==> src/rtl/fb_port_arbiter_if.sv <==
// fb_port_arbiter_if
//   Bundles every requester-side and RAM-side signal of the framebuffer
//   port arbiter.
//   - slave modport: the arbiter's view.
//     * inputs: VGA/capture/AI requests, ovf_clr, ram_q
//     * outputs: vga_q, cap_wr_ready, ai_rd_ack/ai_rd_data, ovf_sticky,
//       fifo_level, ram_addr/ram_we/ram_wdata
//   - master modport: the mirror view, used by the requesters and the RAM.
interface fb_port_arbiter_if #(
  parameter int ADDR_W     = 15,
  parameter int DATA_W     = 2,
  parameter int FIFO_LVL_W = 4
);
  logic              vga_rd_en;
  logic [ADDR_W-1:0] vga_addr;
  logic [DATA_W-1:0] vga_q;
  logic              cap_wr_valid;
  logic [ADDR_W-1:0] cap_wr_addr;
  logic [DATA_W-1:0] cap_wr_data;
  logic              cap_wr_ready;
  logic              ai_rd_req;
  logic [ADDR_W-1:0] ai_rd_addr;
  logic              ai_rd_ack;
  logic [DATA_W-1:0] ai_rd_data;
  logic              ovf_clr;
  logic              ovf_sticky;
  logic [FIFO_LVL_W-1:0] fifo_level;
  logic [ADDR_W-1:0] ram_addr;
  logic              ram_we;
  logic [DATA_W-1:0] ram_wdata;
  logic [DATA_W-1:0] ram_q;

  modport slave (
    input  vga_rd_en, vga_addr, cap_wr_valid, cap_wr_addr, cap_wr_data,
           ai_rd_req, ai_rd_addr, ovf_clr, ram_q,
    output vga_q, cap_wr_ready, ai_rd_ack, ai_rd_data, ovf_sticky,
           fifo_level, ram_addr, ram_we, ram_wdata
  );

  modport master (
    output vga_rd_en, vga_addr, cap_wr_valid, cap_wr_addr, cap_wr_data,
           ai_rd_req, ai_rd_addr, ovf_clr, ram_q,
    input  vga_q, cap_wr_ready, ai_rd_ack, ai_rd_data, ovf_sticky,
           fifo_level, ram_addr, ram_we, ram_wdata
  );
endinterface

==> src/rtl/fb_port_arbiter.sv <==
// fb_port_arbiter
//   Shares the single-port Game Boy framebuffer RAM between three requesters,
//   issuing exactly one RAM operation per cycle.
//   - Priority: VGA reads > capture FIFO drain > AI reads.
//   - Capture writes are buffered in a small FIFO. Writes arriving while the
//     FIFO is full are dropped and flagged in ovf_sticky.
//   - AI reads use a req/ack handshake through a four-state FSM.
//   Ports:
//   - clk  : system/pixel clock
//   - rst_n: asynchronous reset, active low
//   - bus  : fb_port_arbiter_if.slave, carrying all requester and RAM signals
//   The RAM is synchronous with one cycle of read latency.
module fb_port_arbiter #(
  parameter int ADDR_W     = 15,
  parameter int DATA_W     = 2,
  parameter int FIFO_DEPTH = 8,
  parameter int FIFO_LVL_W = 4
) (
  input  logic                clk,
  input  logic                rst_n,
  fb_port_arbiter_if.slave    bus
);
  localparam int PTR_W = $clog2(FIFO_DEPTH);

  typedef enum logic [1:0] {
    ST_IDLE  = 2'd0,
    ST_ISSUE = 2'd1,
    ST_WAIT  = 2'd2,
    ST_RESP  = 2'd3
  } ai_state_t;

  logic [ADDR_W-1:0]     fifo_addr_r [FIFO_DEPTH];
  logic [DATA_W-1:0]     fifo_data_r [FIFO_DEPTH];
  logic [PTR_W-1:0]      wr_ptr_r, rd_ptr_r;
  logic [FIFO_LVL_W-1:0] level_r;
  logic                  ovf_r;

  logic [ADDR_W-1:0] ram_addr_r;
  logic              ram_we_r;
  logic [DATA_W-1:0] ram_wdata_r;
  logic              vga_p1_r, vga_p2_r;
  logic [DATA_W-1:0] vga_q_r;

  ai_state_t         state_r, state_nxt_s;
  logic              ai_ack_r;
  logic [DATA_W-1:0] ai_data_r;

  logic ready_s, push_s, drop_s, fifo_empty_s;
  logic vga_gnt_s, fifo_gnt_s, ai_gnt_s;
  logic ai_issue_s, ai_resp_s;

  // FIFO handshake terms.
  always_comb begin
    fifo_empty_s = (level_r == {FIFO_LVL_W{1'b0}});
    ready_s      = (level_r < FIFO_LVL_W'(FIFO_DEPTH));
    push_s       = bus.cap_wr_valid & ready_s;
    drop_s       = bus.cap_wr_valid & ~ready_s;
  end

  // Slot grant: VGA first, then FIFO drain, then AI.
  // The AI may only read while the FIFO is empty, so it never sees stale pixels.
  // The grant looks at the registered level, so a pixel pushed this cycle
  // cannot be popped in the same cycle.
  always_comb begin
    vga_gnt_s  = bus.vga_rd_en;
    fifo_gnt_s = 1'b0;
    ai_gnt_s   = 1'b0;
    if (bus.vga_rd_en) begin
      fifo_gnt_s = 1'b0;
      ai_gnt_s   = 1'b0;
    end else if (!fifo_empty_s) begin
      fifo_gnt_s = 1'b1;
    end else begin
      ai_gnt_s = ai_issue_s;
    end
  end

  // FIFO storage. Entries are not reset; the level counter qualifies them.
  always_ff @(posedge clk) begin
    if (push_s) begin
      fifo_addr_r[wr_ptr_r] <= bus.cap_wr_addr;
      fifo_data_r[wr_ptr_r] <= bus.cap_wr_data;
    end
  end

  // FIFO pointers, level and overflow flag.
  // The pointers wrap naturally because FIFO_DEPTH is a power of two.
  always_ff @(posedge clk or negedge rst_n) begin
    if (!rst_n) begin
      wr_ptr_r <= {PTR_W{1'b0}};
      rd_ptr_r <= {PTR_W{1'b0}};
      level_r  <= {FIFO_LVL_W{1'b0}};
      ovf_r    <= 1'b0;
    end else begin
      if (push_s) wr_ptr_r <= wr_ptr_r + PTR_W'(1);
      if (fifo_gnt_s) rd_ptr_r <= rd_ptr_r + PTR_W'(1);
      case ({push_s, fifo_gnt_s})
        2'b10:   level_r <= level_r + FIFO_LVL_W'(1);
        2'b01:   level_r <= level_r - FIFO_LVL_W'(1);
        default: level_r <= level_r;
      endcase
      // A drop beats a simultaneous clear.
      if (drop_s) ovf_r <= 1'b1;
      else if (bus.ovf_clr) ovf_r <= 1'b0;
    end
  end

  // Registered RAM command. The address holds when no slot is granted.
  always_ff @(posedge clk or negedge rst_n) begin
    if (!rst_n) begin
      ram_addr_r  <= {ADDR_W{1'b0}};
      ram_we_r    <= 1'b0;
      ram_wdata_r <= {DATA_W{1'b0}};
    end else if (vga_gnt_s) begin
      ram_addr_r <= bus.vga_addr;
      ram_we_r   <= 1'b0;
    end else if (fifo_gnt_s) begin
      ram_addr_r  <= fifo_addr_r[rd_ptr_r];
      ram_wdata_r <= fifo_data_r[rd_ptr_r];
      ram_we_r    <= 1'b1;
    end else if (ai_gnt_s) begin
      ram_addr_r <= bus.ai_rd_addr;
      ram_we_r   <= 1'b0;
    end else begin
      ram_we_r <= 1'b0;
    end
  end

  // VGA read pipeline.
  // Sequence: grant -> RAM command -> ram_q valid -> captured into vga_q.
  always_ff @(posedge clk or negedge rst_n) begin
    if (!rst_n) begin
      vga_p1_r <= 1'b0;
      vga_p2_r <= 1'b0;
      vga_q_r  <= {DATA_W{1'b0}};
    end else begin
      vga_p1_r <= vga_gnt_s;
      vga_p2_r <= vga_p1_r;
      if (vga_p2_r) vga_q_r <= bus.ram_q;
    end
  end

  // AI FSM state register.
  always_ff @(posedge clk or negedge rst_n) begin
    if (!rst_n) state_r <= ST_IDLE;
    else        state_r <= state_nxt_s;
  end

  // AI FSM next state.
  // IDLE ignores a request while the previous ack is still visible. The
  // requester drops ai_rd_req only after it sees the ack.
  always_comb begin
    state_nxt_s = state_r;
    case (state_r)
      ST_IDLE:  state_nxt_s = (bus.ai_rd_req && !ai_ack_r) ? ST_ISSUE : ST_IDLE;
      ST_ISSUE: state_nxt_s = ai_gnt_s ? ST_WAIT : ST_ISSUE;
      ST_WAIT:  state_nxt_s = ST_RESP;
      ST_RESP:  state_nxt_s = ST_IDLE;
      default:  state_nxt_s = ST_IDLE;
    endcase
  end

  // AI FSM decoded outputs.
  always_comb begin
    ai_issue_s = (state_r == ST_ISSUE);
    ai_resp_s  = (state_r == ST_RESP);
  end

  // AI response registers. RESP is the cycle in which ram_q holds the AI read.
  always_ff @(posedge clk or negedge rst_n) begin
    if (!rst_n) begin
      ai_ack_r  <= 1'b0;
      ai_data_r <= {DATA_W{1'b0}};
    end else begin
      ai_ack_r <= ai_resp_s;
      if (ai_resp_s) ai_data_r <= bus.ram_q;
    end
  end

  assign bus.vga_q        = vga_q_r;
  assign bus.cap_wr_ready = ready_s;
  assign bus.ai_rd_ack    = ai_ack_r;
  assign bus.ai_rd_data   = ai_data_r;
  assign bus.ovf_sticky   = ovf_r;
  assign bus.fifo_level   = level_r;
  assign bus.ram_addr     = ram_addr_r;
  assign bus.ram_we       = ram_we_r;
  assign bus.ram_wdata    = ram_wdata_r;
endmodule

==> src/flat_wrapper.sv <==
// flat-port wrapper written by rule: the top's interface ports become plain ports
module fb_port_arbiter_flat 
#(
  parameter int ADDR_W     = 15,
  parameter int DATA_W     = 2,
  parameter int FIFO_DEPTH = 8,
  parameter int FIFO_LVL_W = 4
)
  (clk, rst_n, bus_vga_rd_en, bus_vga_addr, bus_cap_wr_valid, bus_cap_wr_addr, bus_cap_wr_data, bus_ai_rd_req, bus_ai_rd_addr, bus_ovf_clr, bus_ram_q, bus_vga_q, bus_cap_wr_ready, bus_ai_rd_ack, bus_ai_rd_data, bus_ovf_sticky, bus_fifo_level, bus_ram_addr, bus_ram_we, bus_ram_wdata);
  fb_port_arbiter_if #(.ADDR_W(ADDR_W), .DATA_W(DATA_W), .FIFO_LVL_W(FIFO_LVL_W)) bus_i ();
  input  logic clk;
  input  logic rst_n;
  input wire logic [$bits(bus_i.vga_rd_en)-1:0] bus_vga_rd_en;
  input wire logic [$bits(bus_i.vga_addr)-1:0] bus_vga_addr;
  input wire logic [$bits(bus_i.cap_wr_valid)-1:0] bus_cap_wr_valid;
  input wire logic [$bits(bus_i.cap_wr_addr)-1:0] bus_cap_wr_addr;
  input wire logic [$bits(bus_i.cap_wr_data)-1:0] bus_cap_wr_data;
  input wire logic [$bits(bus_i.ai_rd_req)-1:0] bus_ai_rd_req;
  input wire logic [$bits(bus_i.ai_rd_addr)-1:0] bus_ai_rd_addr;
  input wire logic [$bits(bus_i.ovf_clr)-1:0] bus_ovf_clr;
  input wire logic [$bits(bus_i.ram_q)-1:0] bus_ram_q;
  output wire logic [$bits(bus_i.vga_q)-1:0] bus_vga_q;
  output wire logic [$bits(bus_i.cap_wr_ready)-1:0] bus_cap_wr_ready;
  output wire logic [$bits(bus_i.ai_rd_ack)-1:0] bus_ai_rd_ack;
  output wire logic [$bits(bus_i.ai_rd_data)-1:0] bus_ai_rd_data;
  output wire logic [$bits(bus_i.ovf_sticky)-1:0] bus_ovf_sticky;
  output wire logic [$bits(bus_i.fifo_level)-1:0] bus_fifo_level;
  output wire logic [$bits(bus_i.ram_addr)-1:0] bus_ram_addr;
  output wire logic [$bits(bus_i.ram_we)-1:0] bus_ram_we;
  output wire logic [$bits(bus_i.ram_wdata)-1:0] bus_ram_wdata;
  assign bus_i.vga_rd_en = bus_vga_rd_en;
  assign bus_i.vga_addr = bus_vga_addr;
  assign bus_i.cap_wr_valid = bus_cap_wr_valid;
  assign bus_i.cap_wr_addr = bus_cap_wr_addr;
  assign bus_i.cap_wr_data = bus_cap_wr_data;
  assign bus_i.ai_rd_req = bus_ai_rd_req;
  assign bus_i.ai_rd_addr = bus_ai_rd_addr;
  assign bus_i.ovf_clr = bus_ovf_clr;
  assign bus_i.ram_q = bus_ram_q;
  assign bus_vga_q = bus_i.vga_q;
  assign bus_cap_wr_ready = bus_i.cap_wr_ready;
  assign bus_ai_rd_ack = bus_i.ai_rd_ack;
  assign bus_ai_rd_data = bus_i.ai_rd_data;
  assign bus_ovf_sticky = bus_i.ovf_sticky;
  assign bus_fifo_level = bus_i.fifo_level;
  assign bus_ram_addr = bus_i.ram_addr;
  assign bus_ram_we = bus_i.ram_we;
  assign bus_ram_wdata = bus_i.ram_wdata;
  fb_port_arbiter #(.ADDR_W(ADDR_W), .DATA_W(DATA_W), .FIFO_DEPTH(FIFO_DEPTH), .FIFO_LVL_W(FIFO_LVL_W)) u_core (.clk(clk), .rst_n(rst_n), .bus(bus_i));
endmodule
==> config.mk <==
export PLATFORM = sky130hd
export DESIGN_NAME = fb_port_arbiter_flat
export DESIGN_NICKNAME = d
export VERILOG_FILES = /design/src/rtl/fb_port_arbiter_if.sv /design/src/rtl/fb_port_arbiter.sv /design/src/flat_wrapper.sv
export SDC_FILE = /design/constraint.sdc
export NUM_CORES = 1
export LEC_CHECK = 0
export CORE_ASPECT_RATIO = 0.9
export CORE_MARGIN = 1.5
export CORE_UTILIZATION = 40
export DETAILED_ROUTE_END_ITERATION = 10
export HOLD_SLACK_MARGIN = 0.02
export PLACE_DENSITY = 0.73
export SLEW_MARGIN = 20
export SYNTH_ARGS = -nofsm -noshare
export SYNTH_HDL_FRONTEND = slang
export SYNTH_SLANG_ARGS = --single-unit
==> constraint.sdc <==
create_clock -name clk -period 2.99 [get_ports clk]
set_clock_uncertainty 0.05 [all_clocks]
set_input_delay 0.7475 -clock clk [delete_from_list [all_inputs] [get_ports clk]]
set_output_delay 0.7475 -clock clk [all_outputs]
set_load 0.02 [all_outputs]
==> results of run 1 <==
[layer usage]
layer,wire (um),track usage
met5,0,0
met3,1466,0.04498
met1,5933,0.2340
met2,6500,0.2553
met4,274,0.05944
[flip-flops by register name, summed over array words and instances, names as in the netlist, 2 cells and up, named ones only]
| signal | flops |
|---|---|
| u_core.bus.fifo_level | 4 |
| u_core.fifo_addr_r | 120 |
| u_core.bus.ai_rd_data | 2 |
| u_core.bus.ram_addr | 15 |
| u_core.wr_ptr_r | 3 |
| u_core.bus.ram_wdata | 2 |
| u_core.bus.vga_q | 2 |
| u_core.fifo_data_r | 16 |
| u_core.rd_ptr_r | 3 |
[path summary, 6_finish.rpt]
kind / start / end / slack [ns] / depth (start not counted)
worst max register to register: u_core.bus.fifo_level[0]$_DFFE_PN0P_ / u_core.bus.fifo_level[2]$_DFFE_PN0P_ / 0.56 / 9
worst min register to register: u_core.vga_p1_r$_DFF_PN0_ / u_core.vga_p2_r$_DFF_PN0_ / 0.30 / 0
worst max-delay path: u_core.bus.fifo_level[0]$_DFFE_PN0P_ / u_core.bus.fifo_level[2]$_DFFE_PN0P_ / 0.56 / 9
max in group asynchronous: rst_n / u_core.rd_ptr_r[0]$_DFFE_PN0N_ / 2.18 / 2
worst min-delay path: u_core.vga_p1_r$_DFF_PN0_ / u_core.vga_p2_r$_DFF_PN0_ / 0.30 / 0
min in group asynchronous: rst_n / u_core.wr_ptr_r[0]$_DFFE_PN0P_ / 0.34 / 2
[logic make-up after synthesis]
| kind of cell | Yosys count |
|---|---|
| mux | 58 |
| flops | 174 |
| fa+ha+maj | 5 |
| xor+xnor | 9 |
| compound gates | 40 |
| simple gates | 48 |
| buf+inv | 24 |
[layout make-up]
class,instances,area [um2]
Multi-Input combinational cell,160,1700
Tap cell,211,264.0
Timing Repair Buffer,103,975.9
Clock inverter,15,172.7
Clock buffer,17,425.4
Fill cell,1328,8238
Sequential cell,174,5036
Inverter,6,22.52
[synthesized netlist by cell type (2+ instances only)]
cell and n:
a21oi_1 4, a221o_1 10, a221o_2 5, buf_1 2, buf_2 8, buf_6 2, clkbuf_1 5, dfrtp_1 38
edfxtp_1 136, ha_1 5, inv_1 6, mux2_2 7, mux2i_1 17, mux4_2 34, nand2_1 22, nand2b_1 6
nor2_1 11, nor3_1 3, o21ai_0 17, xnor2_1 4, xor2_1 5
[through the flow]
step / instance area [um2] / worst slack [ns] / util / total power [W] / std cells
2_1_floorplan: 6847 / 0.09581 / - / 0.004846 / 358
3_3_place_gp: 7999 / 0.2473 / 0.4751 / 0.005669 / 654
3_5_place_dp: 7999 / 0.2111 / 0.4751 / 0.005746 / 654
4_1_cts: 8597 / 0.5416 / 0.5107 / 0.007943 / 686
5_1_grt: 8597 / 0.4647 / 0.5107 / 0.008208 / 686
6_report: 8597 / 0.5616 / 0.5107 / 0.007856 / 686
[power groups by stage]
stage               logic (W)  registers [W]  clock network, W
global route          0.00252        0.00337           0.00232
floorplan             0.00141        0.00343                 0
finish                0.00235        0.00332           0.00218
global placement      0.00232        0.00334                 0
detailed placement    0.00238        0.00337                 0
CTS                   0.00239        0.00332           0.00223
[worst reg2reg max path, stage by stage (launching register included)]
cell and delay (ns):
dfrtp_1 0.47, nor4_4 0.56, nor2_4 0.06, ha_1 0.29
xor2_1 0.17, ha_1 0.18, a21oi_1 0.17, xor2_1 0.16
nor2_1 0.06, xor2_1 0.14
==> reports/results.txt, run 1 <==
register area share after synthesis = 0.7354
Root Driver = clkbuf_16
Die X = 140.9 um
largest buffer count on any clock path = 2
final setup TNS = 0 ns
initial antenna violation count = 0
HPWL Detailed = 8.871 mm
Comb pwr share = 0.300
Seq pwr share = 0.422
n_diodes = 0
Max stage delay on crit path = 0.56 ns
top cells by area, synth = edfxtp_1, dfrtp_1, mux4_2
Syn-to-layout area delta = 25.57%
Distinct cells, synth = 32
Post-synth EDFFs = 136
Cell Chain, Critical Path = nor4_4, nor2_4, ha_1, xor2_1, ha_1, a21oi_1, xor2_1, nor2_1, xor2_1
DR iter-0 viols = 302
status = complete, no violations
Setup Crit Path Kind = reg2reg
Mapped Nets = 418
Yosys reg bits = 174
asr flop ratio synth = 0.2184
post-synthesis mux area share = 0.1482
detailed-route DRC error count = 0
total number of yosys warnings = 0
H-tree depth = 4
largest net degree at the start of global routing = 39
largest area contributor in the netlist = edfxtp_1
Starting Density = 0.4067
global route total overflow = 0
final max-slew violation count = 0
Avg WL per Cell = 20.66 um
PwrDens = 913.8 nW/um2
actual slew at the worst max-slew pin = 0.5417 ns
post_cts resized = 0
Pre-antenna DRT Iters = 4
Critical Path End Type = register
clock power share = 0.278
adder-cell share of the synthesized area = 0.009137
die area = 17910 um2
RePlAce Congestion = 0.7682
Avg Vias per Cell = 5.294
Port Buf Inserts = 83
slowest CP cell = nor4_4
Slew headroom = 0.6389
Max-cap violations = 0
Routed WL = 14.17 mm
core area = 16830 um2
main combinational cell family by area after synthesis = multiplexers
crit path max fanout = 6
minimum clock period = 2.428 ns
Synth Area in Simple Gates = 0.03509
total CTS buffers = 17
clock latency on the worst-skew pair = 0.42 ns
All-Layer GR Usage = 0.1674
hold slack = 0.3016 ns
FMAX = 0.4118 GHz
Synth Area in Compound Gates = 0.04221
vias in the first global route = 3783
Worst-path clk slew = 0.06 ns
most frequent cells in the layout = edfxtp_1, clkdlybuf4s50_1, dfrtp_1
Worst VDD drop = 0.0005069 V
Die Span Y = 127.1 um
switching part of the total = 0.2955
most used cell, CP = xor2_1
Worst Hold Class = reg2reg
Mapped Cells = 358
worst path bufs/invs = 0
crit-path leading delay family = simple AND/OR/NAND/NOR gates
Setup Buffers After CTS = 0
Final ANT Viol Nets = 0
Yosys top cell area share = 0.5965
Switching Power = 0.002321 W
LEAKAGE = 2.986 nW
CP Data Required Time = 3.23 ns
Synth Flop Type = edfxtp_1
layout cell share with drive strength beyond 1 = 0.2189
cts hold-fix bufs = 0
Ports = 84
final hold viol count = 0
CP arrival = 2.67 ns
crit path launch type = register
Via Count = 3632
RSZ-0062 raised after global routing = no
nets@finish = 522
CTS tree = done
final setup violation count = 0
Internal = 0.005534 W
Final Cycle Share = 0.8122
post-synthesis xor/xnor area fraction = 0.01151
Post-Syn Area = 6847 um2
first-pass GRT wire length = 21.74 mm
sinks on the clock net = 174
commonest non-fill, non-tap cell in the layout = edfxtp_1
Row Count = 45
synthesized area per cell = 19.12 um2
No activity file was read; power rests on OpenSTA's default activity.
==> inputs of run 2 (changes only) <==
==> constraint.sdc (replaced) <==
create_clock -name clk -period 2.5 [get_ports clk]
set_clock_uncertainty 0.05 [all_clocks]
set_input_delay 0.625 -clock clk [delete_from_list [all_inputs] [get_ports clk]]
set_output_delay 0.625 -clock clk [all_outputs]
set_load 0.02 [all_outputs]
==> reports/results.txt, run 2 (synthesis gave the netlist of run 1 again) <==
status = complete, no violations
CP Data Required Time = 1.82 ns (-1.41 ns)
Crit Reg-Reg Endpoint = u_core.bus.fifo_level[2]$_DFFE_PN0P_
PwrDens = 1098 nW/um2 (+20%)
FF-to-FF path depth = 9 (unchanged)
Seq pwr share = 0.404 (-0.018)
critical path launch point = u_core.bus.fifo_level[1]$_DFFE_PN0P_
Max-cap violations = 0 (unchanged)
clock latency on the worst-skew pair = 0.42 ns (about the same)
Biggest register = u_core.fifo_addr_r
Setup Buffers After CTS = 0 (unchanged)
CTS tree = done
Cell Chain, Critical Path = clkdlybuf4s50_1
Final ANT Viol Nets = 0 (unchanged)
Comb pwr share = 0.304 (+0.004)
Pre-antenna DRT Iters = 4 (unchanged)
nets@finish = 535 (+2.5%)
switching part of the total = 0.2855 (-0.01002)
Die Span Y = 127.1 um (unchanged)
minimum clock period = 2.285 ns
die area = 17910 um2 (unchanged)
layout cell share with drive strength beyond 1 = 0.2418 (+0.02286)
max FFs per register = 120 (unchanged)
Syn-to-layout area delta = 28.47%
core area = 16830 um2 (unchanged)
Root Driver = clkbuf_16
final hold viol count = 0 (unchanged)
Port Buf Inserts = 83 (unchanged)
Row Count = 45 (unchanged)
global route total overflow = 0 (unchanged)
Critical Path End Type = output port
final non-filler cell total = 699 (+1.9%)
crit path max fanout = 8 (+2)
Crit path depth = 1 (-8)
Setup Crit Path Kind = reg2out
Switching Power = 0.002757 W (+19%)
Avg WL per Cell = 19.55 um (-5.4%)
CP arrival = 1.61 ns (-1.06 ns)
Worst VDD drop = 0.0006532 V (+29%)
first-pass GRT wire length = 21.49 mm (-1.1%)
Internal = 0.006901 W (+25%)
Setup WS pre-CTS = -0.07303 ns (-0.2842 ns)
Reg2Reg Setup Slack = 0.34 ns (-0.22 ns)
H-tree depth = 4 (unchanged)
Avg Vias per Cell = 5.193 (-1.9%)
crit path launch type = register
Ports = 84 (unchanged)
Worst-path clk slew = 0.07 ns (about the same)
placed insts = 667 (+2.0%)
total CTS buffers = 17 (unchanged)
cts hold-fix bufs = 0 (unchanged)
most frequent cells in the layout = edfxtp_1, clkdlybuf4s50_1, dfrtp_1
Final Cycle Share = 0.9138
vias in the first global route = 3741 (-1.1%)
crit path to = bus_fifo_level[1]
RePlAce Congestion = 0.7339 (-4.5%)
Max stage delay on crit path = 0.68 ns (+0.12 ns)
DR iter-0 viols = 273 (-9.6%)
RSZ-0062 raised after global routing = no
detailed-route DRC error count = 0 (unchanged)
slack of the critical path = 0.2155 ns (-0.3461 ns)
slowest CP cell = clkdlybuf4s50_1
hold slack = 0.1987 ns (-0.1029 ns)
largest net degree at the start of global routing = 28 (-28%)
initial antenna violation count = 0 (unchanged)
clock power share = 0.292 (+0.014)
Via Count = 3630 (-0.055%)
crit-path leading delay family = buffers and inverters
All-Layer GR Usage = 0.1628 (-0.004647)
Slew headroom = 0.5313 (-0.1076)
Worst Hold Class = in2async
actual slew at the worst max-slew pin = 0.7030 ns (+0.1613 ns)
Die X = 140.9 um (unchanged)
final setup TNS = 0 ns (unchanged)
Routed WL = 13.67 mm (-3.6%)
worst path bufs/invs = 1 (+1)
final core occ = 0.5225 (+0.01182)
reg2reg start = u_core.bus.fifo_level[0]$_DFFE_PN0P_
n_diodes = 0 (unchanged)
commonest non-fill, non-tap cell in the layout = edfxtp_1
HPWL Detailed = 9.149 mm (+3.1%)
final setup violation count = 0 (unchanged)
final max-slew violation count = 0 (unchanged)
Starting Density = 0.4067 (unchanged)
sinks on the clock net = 174 (unchanged)
largest buffer count on any clock path = 2 (unchanged)
FMAX = 0.4377 GHz
LEAKAGE = 3.100 nW (+3.8%)
post_cts resized = 0 (unchanged)
## run 2: changes by cell type in the layout (fill, tap and decap cells not counted), sizes merged
cell / before / now
clkbuf: 17 / 21
bufinv: 3 / 4
clkinv: 8 / 3
clkinvlp: 4 / 2
buf: 21 / 34
inv: 6 / 8
## run 2: how the worst min path moves through the flow
stage                                    from                                    to  slack, ns  cells after the start
CTS                                     rst_n  u_core.bus.fifo_level[3]$_DFFE_PN0P_       0.21                      1
detailed placement  u_core.vga_p1_r$_DFF_PN0_             u_core.vga_p2_r$_DFF_PN0_       0.30                      0
finish                                  rst_n  u_core.bus.fifo_level[3]$_DFFE_PN0P_       0.20                      1
global placement    u_core.vga_p1_r$_DFF_PN0_             u_core.vga_p2_r$_DFF_PN0_       0.28                      0
global route                            rst_n     u_core.bus.ovf_sticky$_DFFE_PN0P_       0.25                      1
floorplan                               rst_n            asynchronous set/reset pin       0.28                      0
## run 2: metal layers
metal  up-vias  share of wire  global-route usage
li1       1656              -                   -
met1      1845           0.45              0.2191
met2       118           0.49              0.2654
met3        11          0.052             0.03636
met4         0         0.0090             0.05392
met5         -              0                   0
## run 2: final cells by class
cell class                      instances  area [um2]
Tap cell                              211       264.0
Multi-Input combinational cell        160        1700
Sequential cell                       174        5036
Clock buffer                           21       470.5
Timing Repair Buffer                  116        1124
Fill cell                            1301        8039
Inverter                                6       22.52
Clock inverter                         11       178.9
## run 2: power by group through the flow
stage	Sequential (W)	Combinational, W	Clock [W]
3_3_place_gp	0.00393	0.00294	0
6_report	0.00390	0.00294	0.00282
5_1_grt	0.00396	0.00317	0.00298
2_1_floorplan	0.00411	0.00169	0
4_1_cts	0.00390	0.00300	0.00287
3_5_place_dp	0.00396	0.00299	0
## run 2: per-stage QoR
stage / power [W] / instance area, um2
floorplan: 0.005802 / 6857
global placement: 0.006868 / 8147
detailed placement: 0.006943 / 8147
CTS: 0.009768 / 8796
global route: 0.01010 / 8796
finish: 0.009658 / 8796
==> RTL edit 1, RTL diff (config.mk and constraints of run 2) <==
`ADDR_W` is set to 15 in 3 places; all go to 16.
--- a/src/rtl/fb_port_arbiter_if.sv
+++ b/src/rtl/fb_port_arbiter_if.sv
@@ -7,7 +7,7 @@
 //       fifo_level, ram_addr/ram_we/ram_wdata
 //   - master modport: the mirror view, used by the requesters and the RAM.
 interface fb_port_arbiter_if #(
-  parameter int ADDR_W     = 15,
+  parameter int ADDR_W     = 16,
   parameter int DATA_W     = 2,
   parameter int FIFO_LVL_W = 4
 );
--- a/src/rtl/fb_port_arbiter.sv
+++ b/src/rtl/fb_port_arbiter.sv
@@ -11,7 +11,7 @@
 //   - bus  : fb_port_arbiter_if.slave, carrying all requester and RAM signals
 //   The RAM is synchronous with one cycle of read latency.
 module fb_port_arbiter #(
-  parameter int ADDR_W     = 15,
+  parameter int ADDR_W     = 16,
   parameter int DATA_W     = 2,
   parameter int FIFO_DEPTH = 8,
   parameter int FIFO_LVL_W = 4
--- a/src/flat_wrapper.sv
+++ b/src/flat_wrapper.sv
@@ -1,7 +1,7 @@
 // flat-port wrapper written by rule: the top's interface ports become plain ports
 module fb_port_arbiter_flat 
 #(
-  parameter int ADDR_W     = 15,
+  parameter int ADDR_W     = 16,
   parameter int DATA_W     = 2,
   parameter int FIFO_DEPTH = 8,
   parameter int FIFO_LVL_W = 4
Interface: changed (resized bus_ai_rd_addr, bus_cap_wr_addr, bus_ram_addr and bus_vga_addr); port bits go from 84 to 88. No check against the original RTL was run, so the function may have changed too.
==> RTL edit 1 against run 2 <==
Largest cell class unchanged. Largest power group unchanged. Synthesized area increased by 4.5%. Wire length up 11%. Sequential cell count is 9 higher. Setup slack worse by 0.0020 ns. Power shrank 1.0%. Critical endpoint unchanged. Design area is 3.4% higher. Synthesized cell count is 4.2% higher.
==> RTL edit 1: results (changes against run 2) <==
stage,metric,value,unit,change
place,hpwl,9.243,mm,was 9.149 mm
cells_and_area,largest_reg_flops,128,,was 120
cells_and_area,nets,551,,was 535
place,gp_congestion,0.7410,,was 0.7339
drt,met2WireLength,7.472,mm,was 6.747 mm
grt,grt.met1_usage,0.2256,,was 0.2191
synth,yosysSeqAreaShare,0.7409,,was 0.7354
die,rows,46,,was 45
synth,syn_nets,436,,was 418
synth,synth_mux_area_frac,0.1496,,was 0.1482
grt,use_met2,0.2851,,was 0.2654
synth,synth-edff-count,144,,was 136
place,port_buffers,87,,was 83
grt,grt_pass1_wl,23.07,mm,was 21.49 mm
synth,synth_commonest_cells,"144 x edfxtp_1, 39 x dfrtp_1, 36 x mux4_2",,"was 136 x edfxtp_1, 38 x dfrtp_1, 34 x mux4_2"
grt,grt_pass1_vias,4088,,"was 3,741"
power_and_ir_drop,swShare,0.2985,,was 0.2855
synth,synth_compound_gate_area_share,0.04163,,was 0.04221
synth,synth_top_area_frac,0.6045,,was 0.5965
synth,yosysUniqueCellTypes,30,,was 32
cells_and_area,final-seq-area,5301,um^2,was 5036 um^2
cells_and_area,layout.cells.non_filler,741,,was 699
synth,synth_area_per_cell,19.18,um^2,was 19.12 um^2
grt,grt_util_all_layers,0.1732,,was 0.1628
grt,grt_max_degree,39,,was 28
outcome,status,"complete, no violations",,unchanged
synth,synth-adder-area-share,0.008746,,was 0.009137
cells_and_area,drive_gt1_frac,0.2136,,was 0.2418
place,dp_slack,-0.1076,ns,was -0.07303 ns
place,dpl.cell_count,709,,was 667
drt,finalWirelength,15.10,mm,was 13.67 mm
cells_and_area,multi_input_gates,166,,was 160
-- RTL edit 1: changes by cell type after synthesis, sizes merged, moves of 2 or more --
cell / change
mux4: +2
clkbuf: +3
buf: -3
edfxtp: +8
-- RTL edit 1: final timing paths --
path | start | end | slack [ns] | cells past startpoint
worst min-delay path | rst_n | u_core.bus.ovf_sticky$_DFFE_PN0P_ | 0.24 | 1
max in group asynchronous | rst_n | u_core.bus.ram_addr[2]$_DFFE_PN0P_ | 1.55 | 2
worst max-delay path | u_core.bus.fifo_level[1]$_DFFE_PN0P_ | bus_fifo_level[1] | 0.21 | 1
min in group clk | u_core.vga_p1_r$_DFF_PN0_ | u_core.vga_p2_r$_DFF_PN0_ | 0.30 | 0
worst min register to register | u_core.vga_p1_r$_DFF_PN0_ | u_core.vga_p2_r$_DFF_PN0_ | 0.30 | 0
worst max register to register | u_core.bus.fifo_level[0]$_DFFE_PN0P_ | u_core.bus.fifo_level[2]$_DFFE_PN0P_ | 0.35 | 9
==> RTL edit 2, RTL diff (config.mk and constraints of run 2) <==
Made on the original files. Make the reset (`rst_n`) synchronous in 5 clocked blocks. Comments in the files are not updated.
--- a/src/rtl/fb_port_arbiter.sv
+++ b/src/rtl/fb_port_arbiter.sv
@@ -85,7 +85,7 @@
 
   // FIFO pointers, level and overflow flag.
   // The pointers wrap naturally because FIFO_DEPTH is a power of two.
-  always_ff @(posedge clk or negedge rst_n) begin
+  always_ff @(posedge clk) begin
     if (!rst_n) begin
       wr_ptr_r <= {PTR_W{1'b0}};
       rd_ptr_r <= {PTR_W{1'b0}};
@@ -106,7 +106,7 @@
   end
 
   // Registered RAM command. The address holds when no slot is granted.
-  always_ff @(posedge clk or negedge rst_n) begin
+  always_ff @(posedge clk) begin
     if (!rst_n) begin
       ram_addr_r  <= {ADDR_W{1'b0}};
       ram_we_r    <= 1'b0;
@@ -128,7 +128,7 @@
 
   // VGA read pipeline.
   // Sequence: grant -> RAM command -> ram_q valid -> captured into vga_q.
-  always_ff @(posedge clk or negedge rst_n) begin
+  always_ff @(posedge clk) begin
     if (!rst_n) begin
       vga_p1_r <= 1'b0;
       vga_p2_r <= 1'b0;
@@ -141,7 +141,7 @@
   end
 
   // AI FSM state register.
-  always_ff @(posedge clk or negedge rst_n) begin
+  always_ff @(posedge clk) begin
     if (!rst_n) state_r <= ST_IDLE;
     else        state_r <= state_nxt_s;
   end
@@ -167,7 +167,7 @@
   end
 
   // AI response registers. RESP is the cycle in which ram_q holds the AI read.
-  always_ff @(posedge clk or negedge rst_n) begin
+  always_ff @(posedge clk) begin
     if (!rst_n) begin
       ai_ack_r  <= 1'b0;
       ai_data_r <= {DATA_W{1'b0}};
Check against the original RTL: differs if rst_n is asserted again (counterexample within 4 cycles, from zero or initial values and one cycle with rst_n low); with rst_n held inactive, the same outputs for 10 cycles.
==> RTL edit 2 against run 2 <==
Power is 16% lower. Synthesized area hardly changed. Design area is 1.1% lower. Sequential cell count is 3 higher. Critical endpoint is now u_core.bus.fifo_level[2]$_SDFFE_PN0P_. Sequential share of layout area is 0.87 points lower. Setup slack worse by 0.042 ns. Wire length is 4.1% higher. Global-route usage is 0.42 points higher. Cell count is 4.3% higher. Register-to-register slack worse by 0.16 ns. Synthesized cell count is 8.4% higher.
==> RTL edit 2: results (changes against run 2) <==
stage,metric,value,unit,change
synth,yosysSeqAreaShare,0.7165,,was 0.7354
outcome,status,"complete, no violations",,unchanged
synth,synth_compound_gate_area_share,0.04953,,was 0.04221
power_and_ir_drop,p_leak,2.944,nW,was 3.100 nW
drt,dr.first_iter.drc_count,220,,was 273
synth,async_flop_share,0,,was 0.2184
setup_path,crit_fanout,5,,was 8
synth,synth-edff-count,136,,unchanged
timing,slew_headroom,0.7590,,was 0.5313
cells_and_area,layout.cells.non_filler,729,,was 699
synth,synth_mux_area_frac,0.1455,,was 0.1482
place,dpl.cell_count,697,,was 667
drt,firstDrtPassIters,4,,unchanged
setup_path,arrival,2.63,ns,was 1.61 ns
place,gp_congestion,0.8084,,was 0.7339
grt,grt_pass1_wl,21.86,mm,was 21.49 mm
synth,syn_nets,448,,was 418
cells_and_area,fill_cells,1346,,"was 1,301"
grt,grt_max_degree,23,,was 28
grt,grt_util_all_layers,0.1670,,was 0.1628
power_and_ir_drop,peakVddDrop,0.5170,mV,was 0.6532 mV
synth,synth_area_per_cell,17.64,um^2,was 19.12 um^2
clocking,clock_path_buffers,2,,unchanged
synth,synth-adder-area-share,0.009139,,was 0.009137
place,dp_slack,-0.2370,ns,was -0.07303 ns
synth,synth_commonest_cells,"136 x edfxtp_1, 41 x dfxtp_1, 34 x mux4_2",,"was 136 x edfxtp_1, 38 x dfrtp_1, 34 x mux4_2"
drt,routedWlPerCell,19.51,um,was 19.55 um
power_and_ir_drop,p_int,5.941,mW,was 6.901 mW
cells_and_area,nets,565,,was 535
clocking,h-tree-depth,4,,unchanged
hold_path,min_path_type,reg -> reg,,was in -> async
synth,yosys-top-cells-area,"edfxtp_1 60%, dfxtp_1 12%, mux4_2 11%",,"was edfxtp_1 60%, dfrtp_1 14%, mux4_2 11%"
cells_and_area,drive_gt1_frac,0.1988,,was 0.2418
grt,grt_pass1_vias,4091,,"was 3,741"
synth,yosysUniqueCellTypes,33,,was 32
grt,antenna_found_initial,1,,was 0
drt,vias,3831,,"was 3,630"
setup_path,slowest_delay,0.48,ns,was 0.68 ns
place,hpwl,9.217,mm,was 9.149 mm
synth,yosys.area_share.xor_xnor,0.008956,,was 0.01151
==> RTL edit 2: cell types whose count changed after synthesis, sizes merged, moves of 7 or more <==
cell / run 2 / this run
and2: 1 / 11
dfrtp: 38 / 0
dfxtp: 0 / 41
mux2: 7 / 0
==> RTL edit 2: layout make-up <==
class                      count  area (um^2)  area share
inverter                       5        18.77    0.002157
clock inverter                 7        46.29    0.005321
clock buffer                  25        508.0     0.05838
tap                          211        264.0     0.03034
multi-input combinational    187         1847      0.2123
sequential                   177         4906      0.5638
timing repair buffer         117         1111      0.1277
==> RTL edit 2: power by group through the flow <==
stage               clock (mW)  sequential [mW]  combinational (mW)
floorplan                    0             3.80                1.13
global placement             0             3.69                2.01
detailed placement           0             3.71                2.05
CTS                       2.51             3.65                2.06
global route              2.62             3.68                2.18
finish                    2.47             3.65                2.02
==> RTL edit 2: worst paths after layout <==
check / from / cells after the start / endpoint / slack, ns
setup / recovery: bus_cap_wr_valid / 10 / u_core.bus.fifo_level[2]$_SDFFE_PN0P_ / 0.17
hold / removal: u_core.vga_p1_r$_SDFF_PN0_ / 1 / u_core.vga_p2_r$_SDFF_PN0_ / 0.39
setup reg to reg: u_core.bus.fifo_level[3]$_SDFFE_PN0P_ / 9 / u_core.bus.fifo_level[2]$_SDFFE_PN0P_ / 0.18
hold reg to reg: u_core.vga_p1_r$_SDFF_PN0_ / 1 / u_core.vga_p2_r$_SDFF_PN0_ / 0.39
==> RTL edit 2: cells by family after synthesis <==
group,after synthesis
AOI/OAI and AO/OA,50
and+or+nand+nor,68
xor gates and xnor gates,7
DFF,177
adders and majority gates,5
muxes,57
buffers and inverters,24
==> RTL edit 2: layer usage <==
layer	vias up	share of wire	GRT usage	routed length [um]
li1	1768	-	-	-
met2	122	0.51	0.2895	7284
met1	1917	0.41	0.2019	5802
met3	24	0.061	0.03186	864
met5	-	0	0	0
met4	0	0.019	0.08150	270
